[src/rtl/packed_frame_tx.sv]
// Serializer for one packed {fm, sw} word: start bit, data MSB-first, even parity, stop bit.
// Each line bit is held for BIT_CYCLES clocks; outputs are registered, in_ready is decoded.
module packed_frame_tx #(
    parameter int FM_W       = 6,
    parameter int SW_W       = 32,
    parameter int BIT_CYCLES = 1
) (
    input  logic            clk,
    input  logic            rst,
    input  logic            in_valid,
    output logic            in_ready,
    input  logic [FM_W-1:0] fm_i,
    input  logic [SW_W-1:0] sw_i,
    output logic            tx_o,
    output logic            busy_o,
    output logic            done_o
);

    // Handshake: a word transfers on a rising edge where in_valid && in_ready.
    // in_ready depends only on state (and rst), never on in_valid.
    localparam int D_W = FM_W + SW_W;
    localparam logic [7:0] LAST_CYC = 8'(BIT_CYCLES - 1);
    localparam logic [5:0] LAST_BIT = 6'(D_W - 1);

    localparam logic [2:0] S_IDLE   = 3'd0;
    localparam logic [2:0] S_START  = 3'd1;
    localparam logic [2:0] S_DATA   = 3'd2;
    localparam logic [2:0] S_PARITY = 3'd3;
    localparam logic [2:0] S_STOP   = 3'd4;

    logic [2:0]     state;
    logic [7:0]     cyc_cnt;
    logic [5:0]     bit_cnt;
    logic [D_W-1:0] shreg;
    logic           par;
    logic           bit_end;

    assign bit_end  = (cyc_cnt == LAST_CYC);
    assign in_ready = (state == S_IDLE) && !rst;

    always_ff @(posedge clk) begin
        if (rst) begin
            state   <= S_IDLE;
            cyc_cnt <= 8'd0;
            bit_cnt <= 6'd0;
            shreg   <= '0;
            par     <= 1'b0;
            tx_o    <= 1'b1;
            busy_o  <= 1'b0;
            done_o  <= 1'b0;
        end else begin
            done_o <= 1'b0;
            case (state)
                S_IDLE: begin
                    if (in_valid && in_ready) begin
                        shreg   <= {fm_i, sw_i};
                        par     <= ^{fm_i, sw_i};
                        state   <= S_START;
                        cyc_cnt <= 8'd0;
                        tx_o    <= 1'b0;
                        busy_o  <= 1'b1;
                    end
                end
                S_START: begin
                    if (bit_end) begin
                        state   <= S_DATA;
                        cyc_cnt <= 8'd0;
                        bit_cnt <= 6'd0;
                        tx_o    <= shreg[D_W-1];
                    end else begin
                        cyc_cnt <= cyc_cnt + 8'd1;
                    end
                end
                S_DATA: begin
                    if (bit_end) begin
                        cyc_cnt <= 8'd0;
                        if (bit_cnt == LAST_BIT) begin
                            state <= S_PARITY;
                            tx_o  <= par;
                        end else begin
                            bit_cnt <= bit_cnt + 6'd1;
                            shreg   <= {shreg[D_W-2:0], 1'b0};
                            tx_o    <= shreg[D_W-2];
                        end
                    end else begin
                        cyc_cnt <= cyc_cnt + 8'd1;
                    end
                end
                S_PARITY: begin
                    if (bit_end) begin
                        state   <= S_STOP;
                        cyc_cnt <= 8'd0;
                        tx_o    <= 1'b1;
                        // With one clock per bit the first STOP cycle is also its last.
                        done_o  <= (LAST_CYC == 8'd0);
                    end else begin
                        cyc_cnt <= cyc_cnt + 8'd1;
                    end
                end
                S_STOP: begin
                    if (bit_end) begin
                        state   <= S_IDLE;
                        cyc_cnt <= 8'd0;
                        busy_o  <= 1'b0;
                    end else begin
                        cyc_cnt <= cyc_cnt + 8'd1;
                        done_o  <= ((cyc_cnt + 8'd1) == LAST_CYC);
                    end
                end
                default: begin
                    state   <= S_IDLE;
                    cyc_cnt <= 8'd0;
                    tx_o    <= 1'b1;
                    busy_o  <= 1'b0;
                end
            endcase
        end
    end

endmodule
[config.mk]
export PLATFORM = sky130hd
export DESIGN_NAME = packed_frame_tx
export DESIGN_NICKNAME = d
export VERILOG_FILES = /design/src/rtl/packed_frame_tx.sv
export SDC_FILE = /design/constraint.sdc
export NUM_CORES = 1
export LEC_CHECK = 0
export CAP_MARGIN = 10
export CORE_ASPECT_RATIO = 0.75
export CORE_UTILIZATION = 68
export DETAILED_ROUTE_END_ITERATION = 6
export DONT_BUFFER_PORTS = 1
export PLACE_DENSITY = 0.9
export SKIP_LAST_GASP = 1
export SYNTH_ARGS = -nofsm -noshare
export SYNTH_HDL_FRONTEND = slang
export SYNTH_SLANG_ARGS = --single-unit
[constraint.sdc]
create_clock -name clk -period 4.3 [get_ports clk]
set_clock_uncertainty 0.05 [all_clocks]
set_input_delay 0.215 -clock clk [delete_from_list [all_inputs] [get_ports clk]]
set_output_delay 0.215 -clock clk [all_outputs]
set_load 0.005 [all_outputs]
Word level (Yosys, flattened, before mapping)
Cells that the tools add are included.
{"block": "op_classes", "eq_ne": 12, "add_sub_neg": 2, "mux": 30, "n_bitwise": 2, "n_reduce_logical": 17}
{"op": "38-bit 2-to-1 mux", "n": 3}
{"op": "38-bit one-hot mux with 2 select lines", "n": 1}
{"op": "38-bit XOR reduction", "n": 1}
{"op": "3-bit 2-to-1 mux", "n": 6}
{"op": "6-bit 2-to-1 mux", "n": 3}
{"op": "8-bit zero test", "n": 2}
{"op": "8-bit 2-to-1 mux", "n": 2}
{"op": "8-bit one-hot mux with 2 select lines", "n": 1}
{"op": "3-bit one-hot mux with 5 select lines", "n": 1}
{"op": "2-bit != test, second input constant", "n": 6}
{"op": "6-bit one-hot mux with 2 select lines", "n": 1}
{"op": "1-bit 2-to-1 mux", "n": 9}
{"op": "8-bit by 1-bit adder with 8-bit output, second input constant", "n": 1}
{"op": "4-bit AND reduction", "n": 2}
{"op": "6-bit by 1-bit adder with 6-bit output, second input constant", "n": 1}
{"op": "3-bit by 2-bit equality test with 1-bit output, second input constant", "n": 2}
{"op": "6-bit equality test, second input constant", "n": 1}
{"op": "6-bit AND reduction", "n": 1}
{"op": "1-bit one-hot mux with 5 select lines", "n": 1}
{"op": "5-bit AND reduction", "n": 1}
{"op": "2-bit nonzero test", "n": 2}
{"op": "4-bit OR reduction", "n": 1}
{"op": "3-bit by 1-bit equality test with 1-bit output, second input constant", "n": 1}
{"op": "3-bit equality test, second input constant", "n": 1}
{"op": "10 further kinds", "n": 12}
{"block": "word_totals", "word_cells": 71, "ff_bits": 59, "out_inout_bits": 4, "inputBits": 41}

Depth between registers and ports, before layout
{"block": "logic_depth", "word_depth": 5, "ltp_mapped": 11, "depth_no_buf": 8}

Worst setup path after synthesis
No wires, ideal clock.
{"block": "synth_timing", "path_kind": "reg-to-reg", "from": "reg bit_cnt[0]", "to": "reg shreg[35]", "setup_slack_ps": 2369, "required_time_ps": 4159, "setup_ps": 91, "arrival_ps": 1790, "period_less_slack_ps": 1931, "n_path_buf": 3, "path_stages_with_launch": 10, "cell_sequence": "dfxtp_1 > ha_1 > nand2_1 > nor4_1 > o21ai_1 > and3_1 > buf_2 > buf_6 > buf_4 > a311oi_1"}
{"block": "synth_between", "elab_chain_len": 3}
{"item": "start, declared", "line": "33", "rtl": "logic [5:0] bit_cnt;"}
{"item": "start signal, assigned", "line": "81", "rtl": "bit_cnt <= bit_cnt + 6'd1;"}
{"item": "6-bit equality test", "line": "77", "rtl": "if (bit_cnt == LAST_BIT) begin"}
{"item": "2-bit != test (no source line)"}
{"item": "4-bit AND reduction (no source line)"}
{"item": "end signal, assigned", "line": "56", "rtl": "shreg <= {fm_i, sw_i};"}
{"item": "end signal, assigned", "line": "82", "rtl": "shreg <= {shreg[D_W-2:0], 1'b0};"}
{"item": "end, declared", "line": "34", "rtl": "logic [D_W-1:0] shreg;"}
Every way passes these cells.
A chain may end at the register's enable or synchronous reset.

Worst setup path in the final report
{"block": "layout_timing", "from": "reg cyc_cnt[2]", "to": "reg shreg[36]"}
{"block": "layout_between", "elab_chain_len": 3}
{"item": "start, declared", "line": "32", "rtl": "logic [7:0] cyc_cnt;"}
{"item": "start signal, assigned", "line": "71", "rtl": "cyc_cnt <= cyc_cnt + 8'd1;"}
{"item": "start signal, assigned", "line": "86", "rtl": "cyc_cnt <= cyc_cnt + 8'd1;"}
{"item": "start signal, assigned", "line": "97", "rtl": "cyc_cnt <= cyc_cnt + 8'd1;"}
{"item": "8-bit zero test", "line": "38", "rtl": "assign bit_end = (cyc_cnt == LAST_CYC);"}
{"item": "2-bit != test (no source line)"}
{"item": "4-bit AND reduction (no source line)"}
Every way passes these cells.

==> reports/results.txt <==
Startpoint types = register
Global-route usage over all layers = 0.335
CTS tree = built
Largest net degree at the start of global routing = 55
Family with the most delay on the worst path = simple AND/OR/NAND/NOR gates
Worst hold margin = 0.00703 ns
Core area = 4490 um^2
Peak supply drop = 0.000519 V
Global route overflow = 0
Area leader, netlist = dfxtp_1
Arr. time, crit path = 3.15 ns
TritonCTS buffer count = 9
Crit end category = register
R2r setup slk = 1.36 ns
Total routed wirelength = 7.97 mm
PwrDens = 676 nW/um^2
DR pass1 iterations = 6
First-pass GRT wire length = 12.2 mm
Syn Nets = 447
Chip height = 61.6 um
Initial DRC count = 386
Final setup TNS = 0 ns
End of the critical path = shreg[36]
Status = finished, final reports clean
CP bufs+invs = 1
N_diodes = 0
Std cell rows = 21
Dpl hpwl = 4.63 mm
Slew @ Worst Pin = 1.13 ns
Seq/Total Area, Yosys = 0.367
Initial antenna violation count = 0
Final Critical Period = 2.94 ns
Share of layout cells above drive strength 1 = 0.0825
Remaining antenna violation count = 0
Setup CP Type = reg -> reg
Routability cong. = 0.788
Worst path max stage delay = 0.76 ns
YS warnings = 0
Clock net sink count = 59
Later-pin clock latency in the skew report = 0.35 ns
Critical Path, Cell by Cell = nor4_4 > nand3_4 > o21ai_1 > and3_2 > buf_4 > nor2_1 > a311oi_1
Max FO, Critical Path = 51
# DRC = 0
Wire per inst = 17.0 um
Netlist cell types = 39
Clock-pin slew on the worst setup and hold paths = 0.07 ns
RSZ-0062 raised after global routing = false
Buffers on Ports = 0
R2R depth = 7
Avg Cell Area, Syn = 8.00 um^2
Vias in the first global route = 2630
P&R area growth vs syn = 12.4%
Final slew viol count = 0
Synth area leaders = dfxtp_1 37%, nand2_1 9.9%, xnor2_1 9.0%, a311oi_1 7.6%, nor2_1 7.6%
Critical-path top delay cell = and3_2
CTS Root Cell = clkbuf_8
Number of cells on the critical path = 7
IO Pins = 45
Initial Util = 0.716
Nets = 452
Mapped Cells = 402
FF+latch count, synth = 59
Area fraction of the dominant cell type after synthesis = 0.367
Final hold vios = 0
Crit path launch = cyc_cnt[2]
Required time worst endpoint = 4.51 ns
Max-Cap Viols = 0
DIE AREA = 5010 um^2
Fillers = 279
Synthesized area = 3220 um^2
RR Endpoint = shreg[36]
Die W = 81.4 um
Worst Hold Class = in -> reg
FMAX = 340 MHz
Max Buffers Root-to-Sink = 2
H-Tree Depth = 3
Via count = 2978
# setup viols final = 0
Cts repair resizes = 0
Via-per-instance ratio = 6.35
Period utilization = 0.684
FF-to-FF Start = cyc_cnt[2]
Leak = 1.33 nW
Max-slew headroom = 0.239
-- sequential cells by signal, summed over array words and instances (netlist names) --
register / count
shreg: 38
cyc_cnt: 8
bit_cnt: 6
state: 3
busy_o: 1
done_o: 1
par: 1
tx_o: 1
-- routing by layer --
layer  share of wire  global-route usage  wire, um  vias to the layer above
met5               0                   0         0                        -
met2            0.48               0.554      3840                      151
met4           0.028               0.151       224                        0
li1                -                   -         -                     1394
met1            0.41               0.392      3270                     1405
met3           0.080               0.126       637                       28
-- placed cells by master (no fill, tap or decap), drive strengths merged, types with 3 or more instances in the layout --
cell type	count
clkbuf	11
and2	3
a311oi	38
nand3	8
dfxtp	59
nand2	85
nor2	65
nor3	5
clkinv	3
ha	4
dlygate4sd3	20
inv	6
buf	4
a211oi	3
nand4	5
xor2	11
o21ai	10
a21oi	13
nor4	5
xnor2	33
-- layout make-up --
type / count / area (um^2) / share of cell area
clock buffer: 11 / 151 / 0.0419
clock inverter: 5 / 75.1 / 0.0208
inverter: 6 / 22.5 / 0.00623
multi-input combinational: 307 / 1870 / 0.516
sequential: 59 / 1180 / 0.327
tap: 57 / 71.3 / 0.0197
timing repair buffer: 24 / 250 / 0.0692
-- Yosys cell counts, drive strengths merged --
cell	count
nor4	5
dfxtp	59
inv	6
xor2	11
clkbuf	17
buf	13
o311ai	1
a22oi	1
nor3	5
nand2	85
a31oi	2
nand3	8
and3	2
ha	4
o41ai	1
and2	3
and4	1
o31ai	2
a21o	2
nor2b	2
xnor3	1
xnor2	33
nand2b	2
a211oi	3
a311oi	38
o21ai	10
a21oi	13
nor3b	1
mux2i	1
nor2	65
nand4	5
-- worst reg2reg max path, cell delays in order (launching register included) --
cell and delay, ns:
dfxtp_1 0.40, nor4_4 0.44, nand3_4 0.20, o21ai_1 0.19
and3_2 0.76, buf_4 0.45, nor2_1 0.12, a311oi_1 0.25
-- cells by family (layout without fill, tap and decap cells) --
kind of cell | count (synthesis) | count (layout) | share of synthesized area
xor gates and xnor gates | 45 | 45 | 0.127
muxes | 1 | 1 | 0.00311
buffers and inverters | 36 | 46 | 0.0533
adders and majority gates | 4 | 4 | 0.0156
AOI/OAI and AO/OA | 73 | 73 | 0.188
and+or+nand+nor | 184 | 184 | 0.246
DFF | 59 | 59 | 0.367
-- repair_timing --
action,in CTS,in global routing
hold buffers,20,1
buffers inserted,0,0
endpoints found under the hold margin,54,1
-- report_power, final --
group | leakage (nW) | internal (W) | total [W] | switching (W)
combinational | 0.728 | 0.000373 | 0.000976 | 0.000603
clock | 0.119 | 0.000355 | 0.000580 | 0.000225
sequential | 0.486 | 0.000749 | 0.000890 | 0.000141
total | 1.33 | 0.00148 | 0.00245 | 0.000969
-- per-stage QoR --
| step | cells | setup WS [ns] | total power (W) | cell area [um^2] | utilization |
|---|---|---|---|---|---|
| after floorplan | 402 | 2.37 | 0.00167 | 3220 | - |
| after global placement | 432 | 1.68 | 0.00174 | 3160 | 0.704 |
| after detailed placement | 432 | 1.55 | 0.00180 | 3160 | 0.704 |
| after CTS | 468 | 1.44 | 0.00241 | 3610 | 0.803 |
| after global routing | 469 | 1.21 | 0.00258 | 3620 | 0.805 |
| final | 469 | 1.36 | 0.00245 | 3620 | 0.805 |
-- how the worst min path moves through the flow --
stage | startpoint | endpoint | slack, ns | cells after the start
detailed placement | rst | cyc_cnt[5] | 0.24 | 1
global placement | rst | state[2] | 0.24 | 1
CTS | sw_i[25] | shreg[25] | 0.0008 | 2
global route | sw_i[5] | shreg[5] | 0.005 | 2
floorplan | sw_i[0] | shreg[0] | 0.32 | 2
finish | sw_i[3] | shreg[3] | 0.007 | 2
Power figures use the tool's default switching activity.
